## src/rtl/eb_rr_arb_if.sv

```systemverilog
// Stream bundle for eb_rr_arb: N upstream valid/ready channels and the registered output stage.
// The slave modport is the arbiter's view; master is the environment driving it.
interface eb_rr_arb_if #(
  parameter int unsigned N  = 4,
  parameter int unsigned W  = 32,
  parameter int unsigned SW = $clog2(N)
) ();

  logic [N-1:0]   t_valid;
  logic [N-1:0]   t_ready;
  logic [N*W-1:0] t_data;
  logic [N-1:0]   t_last;
  logic           i_valid;
  logic           i_ready;
  logic [W-1:0]   i_data;
  logic           i_last;
  logic [SW-1:0]  i_src;
  logic           locked;

  modport slave (
    input  t_valid, t_data, t_last, i_ready,
    output t_ready, i_valid, i_data, i_last, i_src, locked
  );

  modport master (
    output t_valid, t_data, t_last, i_ready,
    input  t_ready, i_valid, i_data, i_last, i_src, locked
  );

endinterface

```

## src/rtl/eb_rr_arb.sv

```systemverilog
// Packet-aware N-input round-robin arbiter feeding a single registered elastic output stage.
// A channel that wins keeps the grant until its last beat is accepted.
module eb_rr_arb #(
  parameter int unsigned N  = 4,
  parameter int unsigned W  = 32,
  parameter int unsigned SW = $clog2(N)
) (
  input  logic        clk,
  input  logic        reset_n,
  eb_rr_arb_if.slave  bus
);

  logic [SW-1:0] r_ptr;
  logic [SW-1:0] r_owner;
  logic          r_locked;
  logic          r_valid;
  logic [W-1:0]  r_data;
  logic          r_last;
  logic [SW-1:0] r_src;

  logic          w_en;
  logic [N-1:0]  w_grant;
  logic          w_found;
  logic [SW:0]   w_sum;
  logic [SW-1:0] w_idx;
  logic [SW-1:0] w_sel;
  logic [W-1:0]  w_data_sel;
  logic          w_last_sel;
  logic          w_xfer;
  logic [SW-1:0] w_ptr_nxt;

  // Stage can take a beat when empty or draining; gated by reset so no ready leaks while held.
  assign w_en = (~r_valid | bus.i_ready) & reset_n;

  // Grant: locked owner only, otherwise first valid channel searching upward from r_ptr.
  always_comb begin
    w_grant = '0;
    w_found = 1'b0;
    w_sum   = '0;
    w_idx   = '0;
    if (r_locked) begin
      w_grant[r_owner] = bus.t_valid[r_owner];
    end else begin
      for (int i = 0; i < N; i++) begin
        w_sum = {1'b0, r_ptr} + (SW+1)'(i);
        if (w_sum >= (SW+1)'(N)) begin
          w_sum = w_sum - (SW+1)'(N);
        end
        w_idx = w_sum[SW-1:0];
        if (!w_found && bus.t_valid[w_idx]) begin
          w_grant[w_idx] = 1'b1;
          w_found        = 1'b1;
        end
      end
    end
  end

  // Encode the one-hot grant and select the winning channel's payload.
  always_comb begin
    w_sel      = '0;
    w_data_sel = '0;
    w_last_sel = 1'b0;
    for (int k = 0; k < N; k++) begin
      if (w_grant[k]) begin
        w_sel      = SW'(k);
        w_data_sel = bus.t_data[k*W +: W];
        w_last_sel = bus.t_last[k];
      end
    end
  end

  assign bus.t_ready = w_grant & {N{w_en}};
  assign w_xfer      = |(bus.t_valid & bus.t_ready);
  assign w_ptr_nxt   = (w_sel == SW'(N-1)) ? '0 : w_sel + SW'(1);

  // Output stage and arbitration state; a new beat replaces a draining one without a bubble.
  always_ff @(posedge clk or negedge reset_n) begin
    if (!reset_n) begin
      r_ptr    <= '0;
      r_owner  <= '0;
      r_locked <= 1'b0;
      r_valid  <= 1'b0;
      r_data   <= '0;
      r_last   <= 1'b0;
      r_src    <= '0;
    end else if (w_xfer) begin
      r_valid <= 1'b1;
      r_data  <= w_data_sel;
      r_last  <= w_last_sel;
      r_src   <= w_sel;
      if (w_last_sel) begin
        r_locked <= 1'b0;
        r_ptr    <= w_ptr_nxt;
      end else begin
        r_locked <= 1'b1;
        r_owner  <= w_sel;
      end
    end else if (bus.i_ready) begin
      r_valid <= 1'b0;
    end
  end

  assign bus.i_valid = r_valid;
  assign bus.i_data  = r_data;
  assign bus.i_last  = r_last;
  assign bus.i_src   = r_src;
  assign bus.locked  = r_locked;

endmodule

```

## src/flat_wrapper.sv

```systemverilog
// flat-port wrapper written by rule: the top's interface ports become plain ports
module eb_rr_arb_flat 
#(
  parameter int unsigned N  = 4,
  parameter int unsigned W  = 32,
  parameter int unsigned SW = $clog2(N)
)
  (clk, reset_n, bus_t_valid, bus_t_data, bus_t_last, bus_i_ready, bus_t_ready, bus_i_valid, bus_i_data, bus_i_last, bus_i_src, bus_locked);
  eb_rr_arb_if #(.N(N), .W(W), .SW(SW)) bus_i ();
  input  logic clk;
  input  logic reset_n;
  input wire logic [$bits(bus_i.t_valid)-1:0] bus_t_valid;
  input wire logic [$bits(bus_i.t_data)-1:0] bus_t_data;
  input wire logic [$bits(bus_i.t_last)-1:0] bus_t_last;
  input wire logic [$bits(bus_i.i_ready)-1:0] bus_i_ready;
  output wire logic [$bits(bus_i.t_ready)-1:0] bus_t_ready;
  output wire logic [$bits(bus_i.i_valid)-1:0] bus_i_valid;
  output wire logic [$bits(bus_i.i_data)-1:0] bus_i_data;
  output wire logic [$bits(bus_i.i_last)-1:0] bus_i_last;
  output wire logic [$bits(bus_i.i_src)-1:0] bus_i_src;
  output wire logic [$bits(bus_i.locked)-1:0] bus_locked;
  assign bus_i.t_valid = bus_t_valid;
  assign bus_i.t_data = bus_t_data;
  assign bus_i.t_last = bus_t_last;
  assign bus_i.i_ready = bus_i_ready;
  assign bus_t_ready = bus_i.t_ready;
  assign bus_i_valid = bus_i.i_valid;
  assign bus_i_data = bus_i.i_data;
  assign bus_i_last = bus_i.i_last;
  assign bus_i_src = bus_i.i_src;
  assign bus_locked = bus_i.locked;
  eb_rr_arb #(.N(N), .W(W), .SW(SW)) u_core (.clk(clk), .reset_n(reset_n), .bus(bus_i));
endmodule
```

## config.mk

```make
export PLATFORM = sky130hd
export DESIGN_NAME = eb_rr_arb_flat
export DESIGN_NICKNAME = d
export VERILOG_FILES = /design/src/rtl/eb_rr_arb_if.sv /design/src/rtl/eb_rr_arb.sv /design/src/flat_wrapper.sv
export SDC_FILE = /design/constraint.sdc
export NUM_CORES = 1
export LEC_CHECK = 0
export CAP_MARGIN = 20
export CORE_UTILIZATION = 37
export CTS_CLUSTER_DIAMETER = 30
export DETAILED_ROUTE_END_ITERATION = 8
export GPL_ROUTABILITY_DRIVEN = 0
export HOLD_SLACK_MARGIN = 0.08
export PLACE_DENSITY = 0.79
export SYNTH_ARGS = -nofsm -noshare
export SYNTH_HDL_FRONTEND = slang
export SYNTH_SLANG_ARGS = --single-unit
export TNS_END_PERCENT = 5
```

## constraint.sdc

```tcl
create_clock -name clk -period 3.3 [get_ports clk]
set_input_delay 0.66 -clock clk [delete_from_list [all_inputs] [get_ports clk]]
set_output_delay 0.66 -clock clk [all_outputs]
set_load 0.02 [all_outputs]
```

==> report_table.html, run 1 <==
<table>
<tr><th>Metric</th><th>Value</th></tr>
<tr><th colspan="2">Worst setup path</th></tr>
<tr><td>Worst path most repeated cell</td><td>sky130_fd_sc_hd__nand2_1</td></tr>
<tr><td>Crit end category</td><td>output port</td></tr>
<tr><td>Worst stage delay on the critical path</td><td>0.52 ns</td></tr>
<tr><td>Critical path arrival</td><td>2.54 ns</td></tr>
<tr><td>Crit Reg-Reg Endpoint</td><td>u_core.r_ptr[0]</td></tr>
<tr><td>Kind of critical path</td><td>input pin to output port</td></tr>
<tr><td>Type of origin of the critical path</td><td>input pin</td></tr>
<tr><td>Slowest CP cell</td><td>sky130_fd_sc_hd__mux4_2</td></tr>
<tr><td>Register-to-Register Path Depth</td><td>11</td></tr>
<tr><td>Worst-case register-to-register setup slack</td><td>0.17 ns</td></tr>
<tr><td>Critical path data required time</td><td>2.64 ns</td></tr>
<tr><td>Combined buffer and inverter count along the critical path</td><td>2</td></tr>
<tr><td>RR Startpoint</td><td>u_core.r_ptr[0]</td></tr>
<tr><td>Cells traversed along the worst timing path</td><td>dlygate4sd2_1, mux4_2, nand2_1, nand2_1, a2111o_1, and2_2, nor2b_2, buf_6</td></tr>
<tr><td>Cell type group with the largest total delay on the critical path</td><td>multiplexers</td></tr>
<tr><td>Maximum fanout count along the critical path</td><td>6</td></tr>
<tr><th colspan="2">CTS</th></tr>
<tr><td>Count of H-tree levels built during CTS</td><td>2</td></tr>
<tr><td>CTS buffer count</td><td>5</td></tr>
<tr><td>Clock transition at the register clock pins on the worst setup and hold paths after CTS</td><td>0.09 ns</td></tr>
<tr><td>CTS tree</td><td>built</td></tr>
<tr><td>Number of hold buffers added after cts</td><td>0</td></tr>
<tr><td>Bufs on Longest Clock Path</td><td>2</td></tr>
<tr><td>Root Buffer Master</td><td>sky130_fd_sc_hd__clkbuf_8</td></tr>
<tr><td>Clock net sink count</td><td>41</td></tr>
<tr><td>Insertion delay to the later sink of the worst-skew pair</td><td>0.29 ns</td></tr>
<tr><th colspan="2">Detailed routing</th></tr>
<tr><td>Number of DRC markers after the initial detailed-route iteration</td><td>128</td></tr>
<tr><td>Total routed wirelength</td><td>11530 µm</td></tr>
<tr><td>Length of the first detailed-routing pass in iterations</td><td>4</td></tr>
<tr><td>DRT antenna net count</td><td>0</td></tr>
<tr><td>Number of remaining DRC errors</td><td>0</td></tr>
<tr><td>Via density</td><td>5.454</td></tr>
<tr><td>Via total after detailed routing</td><td>3698</td></tr>
<tr><td>Wire length per cell after detailed routing</td><td>17.00 µm</td></tr>
<tr><th colspan="2">Synth</th></tr>
<tr><td>Cell taking the most area after synthesis</td><td>sky130_fd_sc_hd__dfrtp_1</td></tr>
<tr><td>Number of nets produced by synthesis</td><td>520</td></tr>
<tr><td>Number of enable flip-flop cells after synthesis</td><td>0</td></tr>
<tr><td>Register area share after synthesis</td><td>0.2936</td></tr>
<tr><td>Register bit total from synthesis</td><td>41</td></tr>
<tr><td>Dominant synthesized flop cell</td><td>sky130_fd_sc_hd__dfrtp_1</td></tr>
<tr><td>Post-synth ARST share</td><td>1.000</td></tr>
<tr><td>Post-synthesis cell count</td><td>375</td></tr>
<tr><td>Warning count from the yosys run</td><td>0</td></tr>
<tr><td>Post-synth cell types</td><td>53</td></tr>
<tr><td>Mean instance size in the synthesized netlist</td><td>9.319 µm²</td></tr>
<tr><td>Top area cells in the synthesized netlist</td><td>sky130_fd_sc_hd__dfrtp_1 29%, sky130_fd_sc_hd__mux2_4 14%, sky130_fd_sc_hd__nand2_1 8.8%</td></tr>
<tr><td>Top cell type's share of synthesized area</td><td>0.2936</td></tr>
<tr><td>Post-synthesis instance area</td><td>3495 µm²</td></tr>
<tr><th colspan="2">Timing</th></tr>
<tr><td>Highest attainable clock frequency</td><td>0.3121 GHz</td></tr>
<tr><td>Worst Hold Margin</td><td>0.4550 ns</td></tr>
<tr><td>Setup repair after global routing missed its margin</td><td>yes</td></tr>
<tr><td>Final max-slew violation count</td><td>0</td></tr>
<tr><td>Worst setup skew after layout</td><td>0.01035 ns</td></tr>
<tr><td>Relative slew slack</td><td>0.3782</td></tr>
<tr><td>Time the worst path needs with I/O delays and setup</td><td>3.205 ns</td></tr>
<tr><td>Slew at the pin closest to its max-slew limit</td><td>0.9230 ns</td></tr>
<tr><td>Sum of negative setup slack</td><td>0 ns</td></tr>
<tr><td>Count of final setup violators</td><td>0</td></tr>
<tr><td>Period utilisation layout</td><td>0.9711</td></tr>
<tr><td>Final hold violations</td><td>0</td></tr>
<tr><th colspan="2">Power</th></tr>
<tr><td>Int Power</td><td>0.003183 W</td></tr>
<tr><td>Relative contribution of the clock network to total power</td><td>0.074</td></tr>
<tr><td>Proportion of total power due to net switching</td><td>0.4453</td></tr>
<tr><td>Share of power burned in registers</td><td>0.164</td></tr>
<tr><td>Peak ir drop on the vdd network</td><td>0.0005384 V</td></tr>
<tr><td>Leakage power</td><td>2.249 nW</td></tr>
<tr><td>PwrDens</td><td>1013 nW/µm²</td></tr>
<tr><td>Combinational Power Share</td><td>0.762</td></tr>
<tr><td>Power spent charging and discharging nets</td><td>0.002555 W</td></tr>
<tr><td>Overall power consumption</td><td>0.005738 W</td></tr>
<tr><th colspan="2">Global routing</th></tr>
<tr><td>Via count of the first global-routing pass</td><td>3733</td></tr>
<tr><td>Aggregate global-route resource usage</td><td>0.2272</td></tr>
<tr><td>Global-route wire length before repair</td><td>17950 µm</td></tr>
<tr><td>Number of antenna violations at the first check in global routing</td><td>0</td></tr>
<tr><td>Grt ovf</td><td>0</td></tr>
<tr><td>Pin count of the biggest net entering global routing</td><td>42</td></tr>
<tr><th colspan="2">Cells and area</th></tr>
<tr><td>Number of nets in the finished design</td><td>711</td></tr>
<tr><td>Diodes inserted</td><td>0</td></tr>
<tr><td>Most frequent cells in the layout</td><td>170 x sky130_fd_sc_hd__clkdlybuf4s50_1, 82 x sky130_fd_sc_hd__nand2_1, 41 x sky130_fd_sc_hd__dfrtp_1</td></tr>
<tr><td>Most frequent standard cell in the layout excluding fill and tap cells</td><td>sky130_fd_sc_hd__clkdlybuf4s50_1</td></tr>
<tr><td>P&amp;R area growth vs syn</td><td>62.01%</td></tr>
<tr><td>Layout cell share with drive strength beyond 1</td><td>0.2116</td></tr>
<tr><td>Filler cell count</td><td>780</td></tr>
<tr><td>Post-route standard cell area excluding fillers</td><td>5662 µm²</td></tr>
<tr><td>Post-Layout Cell Count</td><td>678</td></tr>
<tr><th colspan="2">Floorplan</th></tr>
<tr><td>Die width</td><td>99.19 µm</td></tr>
<tr><td>Starting Density</td><td>0.3800</td></tr>
<tr><td>Area of the core</td><td>9196 µm²</td></tr>
<tr><td>Vertical extent of the die</td><td>99.19 µm</td></tr>
<tr><td>Floorplan die area</td><td>9838 µm²</td></tr>
<tr><td>Number of top-level pins</td><td>180</td></tr>
<tr><td>Site Rows</td><td>35</td></tr>
<tr><th colspan="2">Status</th></tr>
<tr><td>Status</td><td>finished, final reports clean</td></tr>
<tr><th colspan="2">Placed design</th></tr>
<tr><td>Post-placement cell count</td><td>670</td></tr>
<tr><td>Sum of net half-perimeters after detailed placement</td><td>8798 µm</td></tr>
<tr><td>PortBufs</td><td>179</td></tr>
<tr><td>Placed Instance Area</td><td>5524 µm²</td></tr>
<tr><th colspan="2">Flow run</th></tr>
<tr><td>Max Cap Viol</td><td>0</td></tr>
<tr><th colspan="2">Min path</th></tr>
<tr><td>Worst Hold Class</td><td>input pin to asynchronous set/reset pin</td></tr>
</table>
-- logic make-up (layout without fill, tap and decap cells) --
kind of cell,Yosys count,in the layout,synth area share
flops,41,41,0.2936
compound gates,71,71,0.2044
fa+ha+maj,6,6,0.02148
simple gates,180,180,0.2424
buf+inv,39,231,0.07769
mux,38,38,0.1604
-- flip-flops by register name (all words and copies together), names as in the netlist --
| signal | cells |
|---|---|
| u_core.bus.i_data | 32 |
| u_core.bus.i_src | 2 |
| u_core.r_owner | 2 |
| u_core.r_ptr | 2 |
| u_core.bus.i_last | 1 |
| u_core.bus.i_valid | 1 |
| u_core.bus.locked | 1 |
-- stage by stage --
| step | utilization | setup WS, ns |
|---|---|---|
| 2_1_floorplan | - | 0.02668 |
| 3_3_place_gp | 0.6007 | -0.5447 |
| 3_5_place_dp | 0.6007 | -0.6000 |
| 4_1_cts | 0.6137 | 0.03196 |
| 5_1_grt | 0.6156 | -0.009023 |
| 6_report | 0.6156 | 0.09548 |
-- worst max-delay path by stage --
stage	slack [ns]	endpoint	start	cells after the start
after detailed placement	-0.60	bus_t_ready[0]	bus_t_valid[1]	8
after floorplan	0.03	bus_t_ready[0]	u_core.r_ptr[0]	11
after CTS	0.03	bus_t_ready[3]	u_core.r_ptr[1]	10
after global routing	-0.009	bus_t_ready[3]	u_core.r_ptr[0]	10
after global placement	-0.54	bus_t_ready[0]	bus_t_valid[1]	8
final	0.1	bus_t_ready[0]	bus_t_valid[3]	8
-- metal layers --
| layer | wire length, µm | vias up | track usage |
|---|---|---|---|
| met5 | 0 | - | 0 |
| met1 | 4516 | 1762 | 0.2556 |
| met2 | 5861 | 173 | 0.4207 |
| met4 | 325 | 0 | 0.08937 |
| met3 | 823 | 29 | 0.04568 |
| li1 | - | 1734 | - |
-- what timing repair did --
action                                  CTS  global route
resized for setup                        23             8
pin swaps                                 2             1
buffers inserted                          0             0
gates cloned                              0             0
endpoints found under the setup margin   43            32
endpoints found under the hold margin     0             0
-- final cells by class --
cell class | instances | area, µm² | share of cell area
clock inverter | 1 | 30.03 | 0.005304
tap | 111 | 138.9 | 0.02453
timing repair buffer | 217 | 2130 | 0.3761
multi-input combinational | 295 | 2228 | 0.3936
inverter | 6 | 22.52 | 0.003978
clock buffer | 7 | 86.33 | 0.01525
sequential | 41 | 1026 | 0.1812
-- synthesized netlist by cell type, types with 5 or more instances --
library cell,n
sky130_fd_sc_hd__nand2_1,82
sky130_fd_sc_hd__dfrtp_1,41
sky130_fd_sc_hd__nor2_1,40
sky130_fd_sc_hd__mux2_4,33
sky130_fd_sc_hd__nand3_1,25
sky130_fd_sc_hd__a41oi_1,22
sky130_fd_sc_hd__buf_6,14
sky130_fd_sc_hd__a41oi_2,10
sky130_fd_sc_hd__buf_2,10
sky130_fd_sc_hd__nand3_2,10
sky130_fd_sc_hd__clkbuf_1,7
sky130_fd_sc_hd__ha_1,6
sky130_fd_sc_hd__a21boi_0,5
sky130_fd_sc_hd__inv_1,5
-- worst reg2reg max path, cell delays in order, from the launching register on --
cell and delay, ns:
sky130_fd_sc_hd__dfrtp_1 0.36, sky130_fd_sc_hd__inv_1 0.08, sky130_fd_sc_hd__ha_4 0.29, sky130_fd_sc_hd__mux2_2 0.36, sky130_fd_sc_hd__a211o_1 0.29, sky130_fd_sc_hd__a21boi_0 0.23
sky130_fd_sc_hd__a2111o_1 0.16, sky130_fd_sc_hd__and2_2 0.17, sky130_fd_sc_hd__buf_6 0.32, sky130_fd_sc_hd__a311oi_4 0.17, sky130_fd_sc_hd__or3b_1 0.43, sky130_fd_sc_hd__o221ai_1 0.18
-- power groups by stage --
stage | clock network, W | registers, W | logic (W)
finish | 0.000426 | 0.000941 | 0.00437
global placement | 0 | 0.000938 | 0.00423
global route | 0.000459 | 0.000978 | 0.00468
CTS | 0.000438 | 0.000944 | 0.00435
detailed placement | 0 | 0.000951 | 0.00433
floorplan | 0 | 0.00121 | 0.00260
No activity file was read; power rests on OpenSTA's default activity.
==> run 2: changes to the inputs <==
CORE_ASPECT_RATIO = 0.5   (was unset)
==> run 2 against run 1 <==
Power is 4.4% higher; flip-flop and latch count stayed put; wire length grew 2.8%; critical endpoint is now bus_t_ready[1]; largest power group unchanged.
==> report_table.html, run 2 (synthesis results as in run 1) <==
<table>
<tr><th>Metric</th><th>Value</th></tr>
<tr><th colspan="2">Global routing</th></tr>
<tr><td>Routing layer with the top usage in global route</td><td>met2</td></tr>
<tr><td>Aggregate global-route resource usage</td><td>0.2339</td></tr>
<tr><td>Pin count of the biggest net entering global routing</td><td>42</td></tr>
<tr><td>Grt ovf</td><td>0</td></tr>
<tr><td>GR met2 Demand/Resource</td><td>0.4204</td></tr>
<tr><td>Met1 usage</td><td>0.2843</td></tr>
<tr><td>Global-route wire length before repair</td><td>18290 µm</td></tr>
<tr><td>Met3 GRT Util</td><td>0.05281</td></tr>
<tr><td>Via count of the first global-routing pass</td><td>3584</td></tr>
<tr><td>Number of antenna violations at the first check in global routing</td><td>0</td></tr>
<tr><th colspan="2">Flow run</th></tr>
<tr><td>Max Cap Viol</td><td>0</td></tr>
<tr><th colspan="2">Timing</th></tr>
<tr><td>Worst setup skew after layout</td><td>0.005896 ns</td></tr>
<tr><td>Setup repair after global routing missed its margin</td><td>yes</td></tr>
<tr><td>Period utilisation layout</td><td>0.9692</td></tr>
<tr><td>Relative slew slack</td><td>0.4024</td></tr>
<tr><td>Final hold violations</td><td>0</td></tr>
<tr><td>Time the worst path needs with I/O delays and setup</td><td>3.198 ns</td></tr>
<tr><td>Count of final setup violators</td><td>0</td></tr>
<tr><td>Worst setup slack after layout</td><td>0.1017 ns</td></tr>
<tr><td>Final max-slew violation count</td><td>0</td></tr>
<tr><td>Sum of negative setup slack</td><td>0 ns</td></tr>
<tr><td>Slew at the pin closest to its max-slew limit</td><td>0.8870 ns</td></tr>
<tr><td>Highest attainable clock frequency</td><td>0.3127 GHz</td></tr>
<tr><th colspan="2">Power</th></tr>
<tr><td>Leakage power</td><td>2.293 nW</td></tr>
<tr><td>Peak ir drop on the vdd network</td><td>0.0006416 V</td></tr>
<tr><td>Share of power burned in registers</td><td>0.159</td></tr>
<tr><td>Relative contribution of the clock network to total power</td><td>0.084</td></tr>
<tr><td>Int Power</td><td>0.003314 W</td></tr>
<tr><td>Proportion of total power due to net switching</td><td>0.4465</td></tr>
<tr><td>Combinational Power Share</td><td>0.758</td></tr>
<tr><td>PwrDens</td><td>1036 nW/µm²</td></tr>
<tr><td>Power spent charging and discharging nets</td><td>0.002674 W</td></tr>
<tr><th colspan="2">Worst setup path</th></tr>
<tr><td>Register-to-Register Path Depth</td><td>13</td></tr>
<tr><td>Cell type group with the largest total delay on the critical path</td><td>compound AO/OA/AOI/OAI gates</td></tr>
<tr><td>Slowest CP cell</td><td>sky130_fd_sc_hd__dfrtp_1</td></tr>
<tr><td>Worst stage delay on the critical path</td><td>0.37 ns</td></tr>
<tr><td>Kind of critical path</td><td>flop to output port</td></tr>
<tr><td>Maximum fanout count along the critical path</td><td>4</td></tr>
<tr><td>Type of origin of the critical path</td><td>flop</td></tr>
<tr><td>Critical path data required time</td><td>2.64 ns</td></tr>
<tr><td>Instance count on the critical path</td><td>10</td></tr>
<tr><td>CP startpoint</td><td>u_core.r_ptr[0]</td></tr>
<tr><td>RR Startpoint</td><td>u_core.r_ptr[0]</td></tr>
<tr><td>Crit end category</td><td>output port</td></tr>
<tr><td>Critical path arrival</td><td>2.54 ns</td></tr>
<tr><td>Combined buffer and inverter count along the critical path</td><td>3</td></tr>
<tr><td>Cells traversed along the worst timing path</td><td>inv_2, ha_4, mux2_4, a211o_1, a21boi_2, buf_4, o31ai_4, and2_4, nor2_1, buf_2</td></tr>
<tr><th colspan="2">CTS</th></tr>
<tr><td>Root Buffer Master</td><td>sky130_fd_sc_hd__clkbuf_16</td></tr>
<tr><td>Count of H-tree levels built during CTS</td><td>2</td></tr>
<tr><td>Insertion delay to the later sink of the worst-skew pair</td><td>0.29 ns</td></tr>
<tr><td>Clock transition at the register clock pins on the worst setup and hold paths after CTS</td><td>0.06 ns</td></tr>
<tr><td>Bufs on Longest Clock Path</td><td>2</td></tr>
<tr><td>CTS buffer count</td><td>5</td></tr>
<tr><td>CTS tree</td><td>built</td></tr>
<tr><td>Clock net sink count</td><td>41</td></tr>
<tr><th colspan="2">Cells and area</th></tr>
<tr><td>Diodes inserted</td><td>0</td></tr>
<tr><td>Utilization of the core after routing</td><td>0.6484</td></tr>
<tr><td>Most frequent standard cell in the layout excluding fill and tap cells</td><td>sky130_fd_sc_hd__clkdlybuf4s50_1</td></tr>
<tr><td>Most frequent cells in the layout</td><td>170 x sky130_fd_sc_hd__clkdlybuf4s50_1, 81 x sky130_fd_sc_hd__nand2_1, 41 x sky130_fd_sc_hd__dfrtp_1</td></tr>
<tr><td>Number of nets in the finished design</td><td>715</td></tr>
<tr><td>Filler cell count</td><td>712</td></tr>
<tr><td>Footprint of the multi-input gates</td><td>2262 µm²</td></tr>
<tr><td>P&amp;R area growth vs syn</td><td>65.49%</td></tr>
<tr><td>Layout cell share with drive strength beyond 1</td><td>0.2347</td></tr>
<tr><td>Flip-flop count of the largest register after layout</td><td>32</td></tr>
<tr><td>Seq. cell area</td><td>1026 µm²</td></tr>
<tr><th colspan="2">Floorplan</th></tr>
<tr><td>Site Rows</td><td>24</td></tr>
<tr><td>Starting Density</td><td>0.3918</td></tr>
<tr><td>Number of top-level pins</td><td>180</td></tr>
<tr><td>Area of the core</td><td>8919 µm²</td></tr>
<tr><td>Die width</td><td>139.4 µm</td></tr>
<tr><td>Floorplan die area</td><td>9861 µm²</td></tr>
<tr><td>Vertical extent of the die</td><td>70.72 µm</td></tr>
<tr><th colspan="2">Detailed routing</th></tr>
<tr><td>Number of DRC markers after the initial detailed-route iteration</td><td>199</td></tr>
<tr><td>Via total after detailed routing</td><td>3627</td></tr>
<tr><td>Via density</td><td>5.272</td></tr>
<tr><td>Total routed wirelength</td><td>11850 µm</td></tr>
<tr><td>Length of the first detailed-routing pass in iterations</td><td>5</td></tr>
<tr><td>Wire length per cell after detailed routing</td><td>17.23 µm</td></tr>
<tr><td>DRT antenna net count</td><td>0</td></tr>
<tr><td>Number of remaining DRC errors</td><td>0</td></tr>
<tr><th colspan="2">Placed design</th></tr>
<tr><td>PortBufs</td><td>179</td></tr>
<tr><td>Worst slack after detailed placement</td><td>-0.6119 ns</td></tr>
<tr><td>Sum of net half-perimeters after detailed placement</td><td>8663 µm</td></tr>
<tr><th colspan="2">Min path</th></tr>
<tr><td>Worst Hold Class</td><td>input pin to asynchronous set/reset pin</td></tr>
<tr><th colspan="2">Status</th></tr>
<tr><td>Status</td><td>finished, final reports clean</td></tr>
</table>
## run 2: final cells by class
class	count	area share
multi-input combinational	295	0.3912
timing repair buffer	221	0.3762
sequential	41	0.1774
tap	117	0.02531
clock buffer	5	0.02164
clock inverter	3	0.004327
inverter	6	0.003894
## run 2: worst paths after layout
path	endpoint	slack, ns
worst max register to register	u_core.r_ptr[1]	0.10
max in group asynchronous	u_core.bus.i_data[2]	2.47
worst min register to register	u_core.bus.i_data[2]	0.51
worst min-delay path	u_core.bus.i_data[15]	0.46
min in group clk	u_core.bus.i_data[2]	0.51
worst max-delay path	bus_t_ready[1]	0.10
## run 2: layer usage
| metal | share of wire | vias to the layer above |
|---|---|---|
| met3 | 0.054 | 29 |
| met4 | 0.025 | 0 |
| met5 | 0 | - |
| met2 | 0.50 | 125 |
| met1 | 0.42 | 1732 |
| li1 | - | 1741 |
## run 2: repair_timing
item,4_1_cts,5_1_grt
resized for setup,25,25
setup buffers,0,3
endpoints found under the hold margin,0,0
pin swaps,0,9
setup endpoints to repair,45,43
hold buffers,0,0
gates cloned,0,2
## run 2: metrics by stage
step           hold WS (ns)  instances  power, W  cell area, µm²
3_5_place_dp         0.4932        675  0.005239            5523
6_report             0.4602        688  0.005989            5783
2_1_floorplan        0.3644        375  0.003808            3497
5_1_grt              0.5155        688  0.006345            5783
3_3_place_gp         0.4917        675  0.005173            5523
4_1_cts              0.4803        683  0.005810            5689
## run 2: worst reg2reg max path: cells and delay by family, from the launching register on
kind            cells  cell delay (ns)
compound gates      5             1.17
fa+ha+maj           1             0.30
buf+inv             4             0.45
flops               1             0.37
mux                 1             0.32
simple gates        2             0.50
## run 2: power by group through the flow
stage / Sequential, W / Combinational (W) / Clock, W
2_1_floorplan: 0.00121 / 0.00260 / 0
3_3_place_gp: 0.000939 / 0.00423 / 0
3_5_place_dp: 0.000945 / 0.00429 / 0
6_report: 0.000950 / 0.00454 / 0.000501
5_1_grt: 0.000979 / 0.00484 / 0.000527
4_1_cts: 0.000945 / 0.00435 / 0.000510
==> RTL edit 1, RTL diff (settings of run 2) <==
Reset style: synchronous (`reset_n`), changed in one clocked block.
--- a/src/rtl/eb_rr_arb.sv
+++ b/src/rtl/eb_rr_arb.sv
@@ -76,3 +76,3 @@
   // Output stage and arbitration state; a new beat replaces a draining one without a bubble.
-  always_ff @(posedge clk or negedge reset_n) begin
+  always_ff @(posedge clk) begin
     if (!reset_n) begin
Behaviour: differs if reset_n is asserted again (counterexample within 4 cycles, from zero or initial values and one cycle with reset_n low); with reset_n held inactive, the same outputs for 10 cycles.
==> RTL edit 1 against run 2 <==
Worst setup slack worse by 0.057 ns. Count of clock-buffer cells in the layout up 2. Clock skew shrank 0.0025 ns. Clock power is 13% higher. Sequential cell count did not move. Die area shrank 11%. Total power grew 2.1%. Fmax fell by 1.7%. Via count grew 8.7%. Synthesized area fell by 12%. Cell area down 6.2%. Routed wire length rose by 0.26%. Non-clock buffer count is 4 lower. Critical path type is now primary input to flop. Largest cell class is now non-clock buffers.
==> RTL edit 1: results <==
metrics = {
    "hold_path": {
        "hold_start": "u_core.bus.i_last",
        "hold_class": "flop to flop",
        "hold-path-endpoint": "u_core.bus.i_last",
        "whs_path_depth": 2,
    },
    "logic_synthesis": {
        "synthArstFlopShare_pct": 0,
        "ys_seq_area_share_pct": 26.6,
        "synth_commonest_cells": "70 x a21oi_1, 43 x nor2_1, 41 x dfxtp_1, 41 x nand2_1, 41 x nand3_1",
        "synthTopCellsByArea": "dfxtp_1 27%, a21oi_1 11%, a311oi_1 9.1%, nand3_1 6.6%, o21ai_0 6.0%",
        "synth-warning-count": 0,
        "synth_cell_types": 46,
        "syn_nets": 564,
        "synthFlopType": "dfxtp_1",
    },
    "routing": {
        "drt_pre_antenna_iters": 4,
        "drt-initial-drc-count": 277,
        "vias": 3944,
        "wl_per_cell_um": 16.6,
    },
    "place": {
        "portBuffers": 179,
        "place_hpwl_um": 8500,
    },
    "pwr": {
        "p_leak_nw": 1.98,
        "ir_drop_uv": 532,
    },
    "grt": {
        "antenna_found_initial": 0,
        "groute.usage.overall_pct": 25.9,
        "grt_pass1_wl_um": 18000,
        "grt_pass1_vias": 3489,
        "grt_max_degree": 71,
    },
    "setup_path": {
        "timing.rr.start": "u_core.r_ptr[0]",
        "max_stage_delay_ns": 0.54,
        "arrival_ns": 3.47,
        "r2r-end": "u_core.r_owner[0]",
        "reg2reg_depth": 11,
        "worstPathMaxFanout": 35,
        "cp_slowest_cell": "mux4_2",
        "reg2reg_slack_ns": 0.14,
    },
    "clock_network": {
        "cts_buffers": 5,
        "clock_latency_ns": 0.28,
        "clockBufferDepth": 2,
        "cts_root_buffer": "clkbuf_16",
        "path_clk_slew_ns": 0.06,
        "cts_max_level": 2,
    },
    "flow_run": {
        "cap_viol_max_count": 0,
    },
    "final_layout": {
        "n_fill_cell": 665,
        "largest_reg_flops": 32,
        "layout.nets": 746,
        "diodes": 0,
        "drive_above_1_share_pct": 12.8,
    },
    "timing": {
        "skew_ns": 0.00344,
        "worst_slew_margin_rel_pct": 66.0,
    },
    "status": {
        "status": "finished clean",
    },
}
-- RTL edit 1: cell types whose count changed after synthesis, moves of 33 or more --
| cell | delta |
|---|---|
| dfxtp_1 | +41 |
| mux2_4 | -33 |
| dfrtp_1 | -41 |
| nand2_1 | -41 |
| a21oi_1 | +67 |
| o21ai_0 | +35 |
-- RTL edit 1: repair_timing --
item / 4_1_cts / 5_1_grt
pin swaps: 5 / 0
buffers inserted: 2 / 0
gates resized for setup: 36 / 8
endpoints found under the setup margin: 44 / 18
-- RTL edit 1: area by class of cell --
cell class | count | area, sq um | share of cell area (%)
timing repair buffer | 217 | 2150 | 39.6
inverter | 7 | 28.8 | 0.531
multi-input combinational | 329 | 2110 | 38.9
sequential | 41 | 826 | 15.2
clock inverter | 1 | 30.0 | 0.554
tap | 112 | 140 | 2.58
clock buffer | 7 | 143 | 2.63
-- RTL edit 1: per-layer routing --
layer	vias to the layer above	part of all wire [%]	track usage, %
met5	-	0	0
met4	0	2.0	6.91
met3	23	4.8	3.42
met2	133	49	46.7
met1	1870	44	33.0
li1	1918	-	-
-- RTL edit 1: where the power goes --
group / total [mW] / switching, mW / internal [mW]
Combinational: 4.63 / 2.61 / 2.01
Clock: 0.568 / 0.190 / 0.378
Sequential: 0.916 / 0.159 / 0.757
-- RTL edit 1: kinds of logic after synthesis --
family / synth area share (%)
DFF: 26.6
muxes: 2.92
and+or+nand+nor: 24.9
buffers and inverters: 7.22
adders and majority gates: 2.43
AOI/OAI and AO/OA: 36.0
-- RTL edit 1: worst max-delay path, delay by kind of cell --
family / cells / cell delay [ns]
AOI/OAI and AO/OA: 5 / 0.96
buffers and inverters: 4 / 1.06
muxes: 1 / 0.54
and+or+nand+nor: 2 / 0.23
-- RTL edit 1: how the worst max path moves through the flow --
stage	startpoint	end	depth (start not counted)	slack, ns
after CTS	bus_t_valid[0]	u_core.r_owner[0]	10	0.05
final	bus_t_valid[2]	u_core.bus.i_data[8]	12	0.04
after floorplan	u_core.r_ptr[1]	bus_t_ready[3]	9	0.0007
after global placement	bus_t_valid[0]	bus_t_ready[2]	8	-0.57
after detailed placement	bus_t_valid[0]	bus_t_ready[2]	8	-0.66
after global routing	bus_t_valid[2]	u_core.r_owner[0]	11	-0.03
-- RTL edit 1: metrics by stage --
step / cells / cell area, sq um / hold slack (ns) / setup WS, ns
3_5_place_dp: 704 / 5170 / 0.509 / -0.658
5_1_grt: 714 / 5420 / 0.554 / -0.0316
3_3_place_gp: 704 / 5170 / 0.498 / -0.574
6_report: 714 / 5420 / 0.526 / 0.0447
4_1_cts: 714 / 5400 / 0.530 / 0.0455
2_1_floorplan: 419 / 3130 / 0.540 / 0.000658
==> RTL edit 2, RTL diff (flow settings as in run 2) <==
Made on the original files. `N` is set to 4 in 3 places; all go to 2.
--- a/src/rtl/eb_rr_arb_if.sv
+++ b/src/rtl/eb_rr_arb_if.sv
@@ -3,3 +3,3 @@
 interface eb_rr_arb_if #(
-  parameter int unsigned N  = 4,
+  parameter int unsigned N  = 2,
   parameter int unsigned W  = 32,
--- a/src/rtl/eb_rr_arb.sv
+++ b/src/rtl/eb_rr_arb.sv
@@ -3,3 +3,3 @@
 module eb_rr_arb #(
-  parameter int unsigned N  = 4,
+  parameter int unsigned N  = 2,
   parameter int unsigned W  = 32,
--- a/src/flat_wrapper.sv
+++ b/src/flat_wrapper.sv
@@ -3,3 +3,3 @@
 #(
-  parameter int unsigned N  = 4,
+  parameter int unsigned N  = 2,
   parameter int unsigned W  = 32,
Ports: changed (5 resized); port bits go from 180 to 109. No check against the original RTL was run, so the function may have changed too.
==> RTL edit 2 against run 2 <==
Sequential cell count fell by 3. Worst setup slack better by 0.25 ns. Total power fell by 59%. Largest power group unchanged. Cell area decreased by 48%. Synthesized area down 49%. Core utilization grew 1.9 points. Via count fell by 54%. Routed wire length fell by 56%. Synthesized cell count is 62% lower. Sequential share of layout area rose by 14 points. Largest cell class is now non-clock buffers.
==> RTL edit 2: results <==
metrics = {
    "status": {
        "status": "finished clean",
    },
    "grt": {
        "groute.usage.overall_pct": 20.9,
        "grt_max_degree": 36,
        "grt_pass1_vias": 1599,
        "grt_pass1_wl_um": 8030,
    },
    "routing": {
        "routed_wl_um": 5210,
        "vias": 1662,
        "drt_pre_antenna_iters": 4,
    },
    "place": {
        "post_dp_cell_area_sq_um": 2920,
        "place_hpwl_um": 3790,
        "portBuffers": 108,
        "dp_cells": 310,
    },
    "logic_synthesis": {
        "synthAdderAreaFrac_pct": 0,
        "syn_avg_cell_area_sq_um": 12.6,
        "synthTopCellsByArea": "dfrtp_1 53%, o221a_2 16%, or3_1 12%, o221a_1 5.0%, buf_6 2.5%",
        "synth_cell_types": 25,
        "synth_compound_area_share_pct": 25.5,
        "ys_seq_area_share_pct": 53.3,
    },
    "clock_network": {
        "cts_root_buffer": "clkbuf_8",
        "ctsResizeCount": 0,
    },
    "pwr": {
        "p_sw_share_pct": 37.1,
        "p_leak_nw": 1.14,
        "ir_drop_uv": 389,
    },
    "timing": {
        "worst_slew_margin_rel_pct": 65.2,
    },
    "final_layout": {
        "fin_cells": 318,
        "drive_above_1_share_pct": 18.7,
        "layout.nets": 322,
    },
    "setup_path": {
        "reg2reg_depth": 5,
        "r2r-end": "u_core.bus.i_data[23]",
        "timing.rr.start": "u_core.bus.locked",
        "reg2reg_slack_ns": 1.66,
        "startpoint": "bus_t_valid[1]",
    },
}
==> RTL edit 2: changes by cell type after synthesis, sizes merged, moves of 4 or more <==
cell / before / now
mux2: 35 / 0
a21boi: 6 / 0
ha: 6 / 0
a41oi: 32 / 0
nand2: 82 / 1
a21oi: 5 / 1
o221a: 0 / 33
nor2: 40 / 1
nand3: 35 / 2
or3: 1 / 34
buf: 26 / 7
==> RTL edit 2: metal layers <==
metal / share of wire [%] / global-route usage [%]
met1: 43 / 27.1
met2: 50 / 33.9
met3: 4.3 / 5.75
met4: 2.1 / 7.73
met5: 0 / 0
==> RTL edit 2: cell families (layout without fill, tap and decap cells) <==
family                 after synthesis  in the layout
and+or+nand+nor                     44             44
AOI/OAI and AO/OA                   42             42
buffers and inverters               18            128
DFF                                 38             38
==> RTL edit 2: power groups by stage <==
stage                     Sequential [mW]  Clock [mW]  Combinational (mW)
after global placement              0.835           0                1.29
after global routing                0.869       0.371                1.37
after CTS                           0.840       0.344                1.30
after floorplan                      1.09           0               0.419
final                               0.840       0.337                1.29
after detailed placement            0.843           0                1.30
==> RTL edit 2: worst max-delay path, stage by stage <==
cell and delay, ns:
clkdlybuf4s50_1 0.52, a31oi_1 0.28, nand3_2 0.12, inv_1 0.11, clkdlybuf4s50_1 0.61
==> RTL edit 2: worst min path at each step <==
stage / from / endpoint / slack [ns] / cells after the start
finish: reset_n / u_core.r_ptr / 0.22 / 1
global route: reset_n / u_core.bus.i_data[18] / 0.22 / 1
CTS: reset_n / u_core.r_ptr / 0.21 / 1
detailed placement: u_core.bus.i_src / u_core.bus.i_src / 0.48 / 1
global placement: u_core.bus.i_src / u_core.bus.i_src / 0.48 / 1
floorplan: reset_n / u_core.bus.i_data[0] / 0.36 / 0
==> RTL edit 2: through the flow <==
step	util [%]	hold slack, ns	setup slack, ns
finish	66.8	0.217	0.348
global route	66.8	0.223	0.278
CTS	66.8	0.215	0.346
detailed placement	64.7	0.478	0.351
global placement	64.7	0.484	0.443
floorplan	-	0.364	1.24
==> RTL edit 2: layout make-up <==
type | count | area [sq um]
Sequential cell | 38 | 951
Fill cell | 344 | 1500
Inverter | 6 | 22.5
Tap cell | 66 | 82.6
Timing Repair Buffer | 114 | 1120
Clock inverter | 2 | 12.5
Multi-Input combinational cell | 86 | 739
Clock buffer | 6 | 82.6
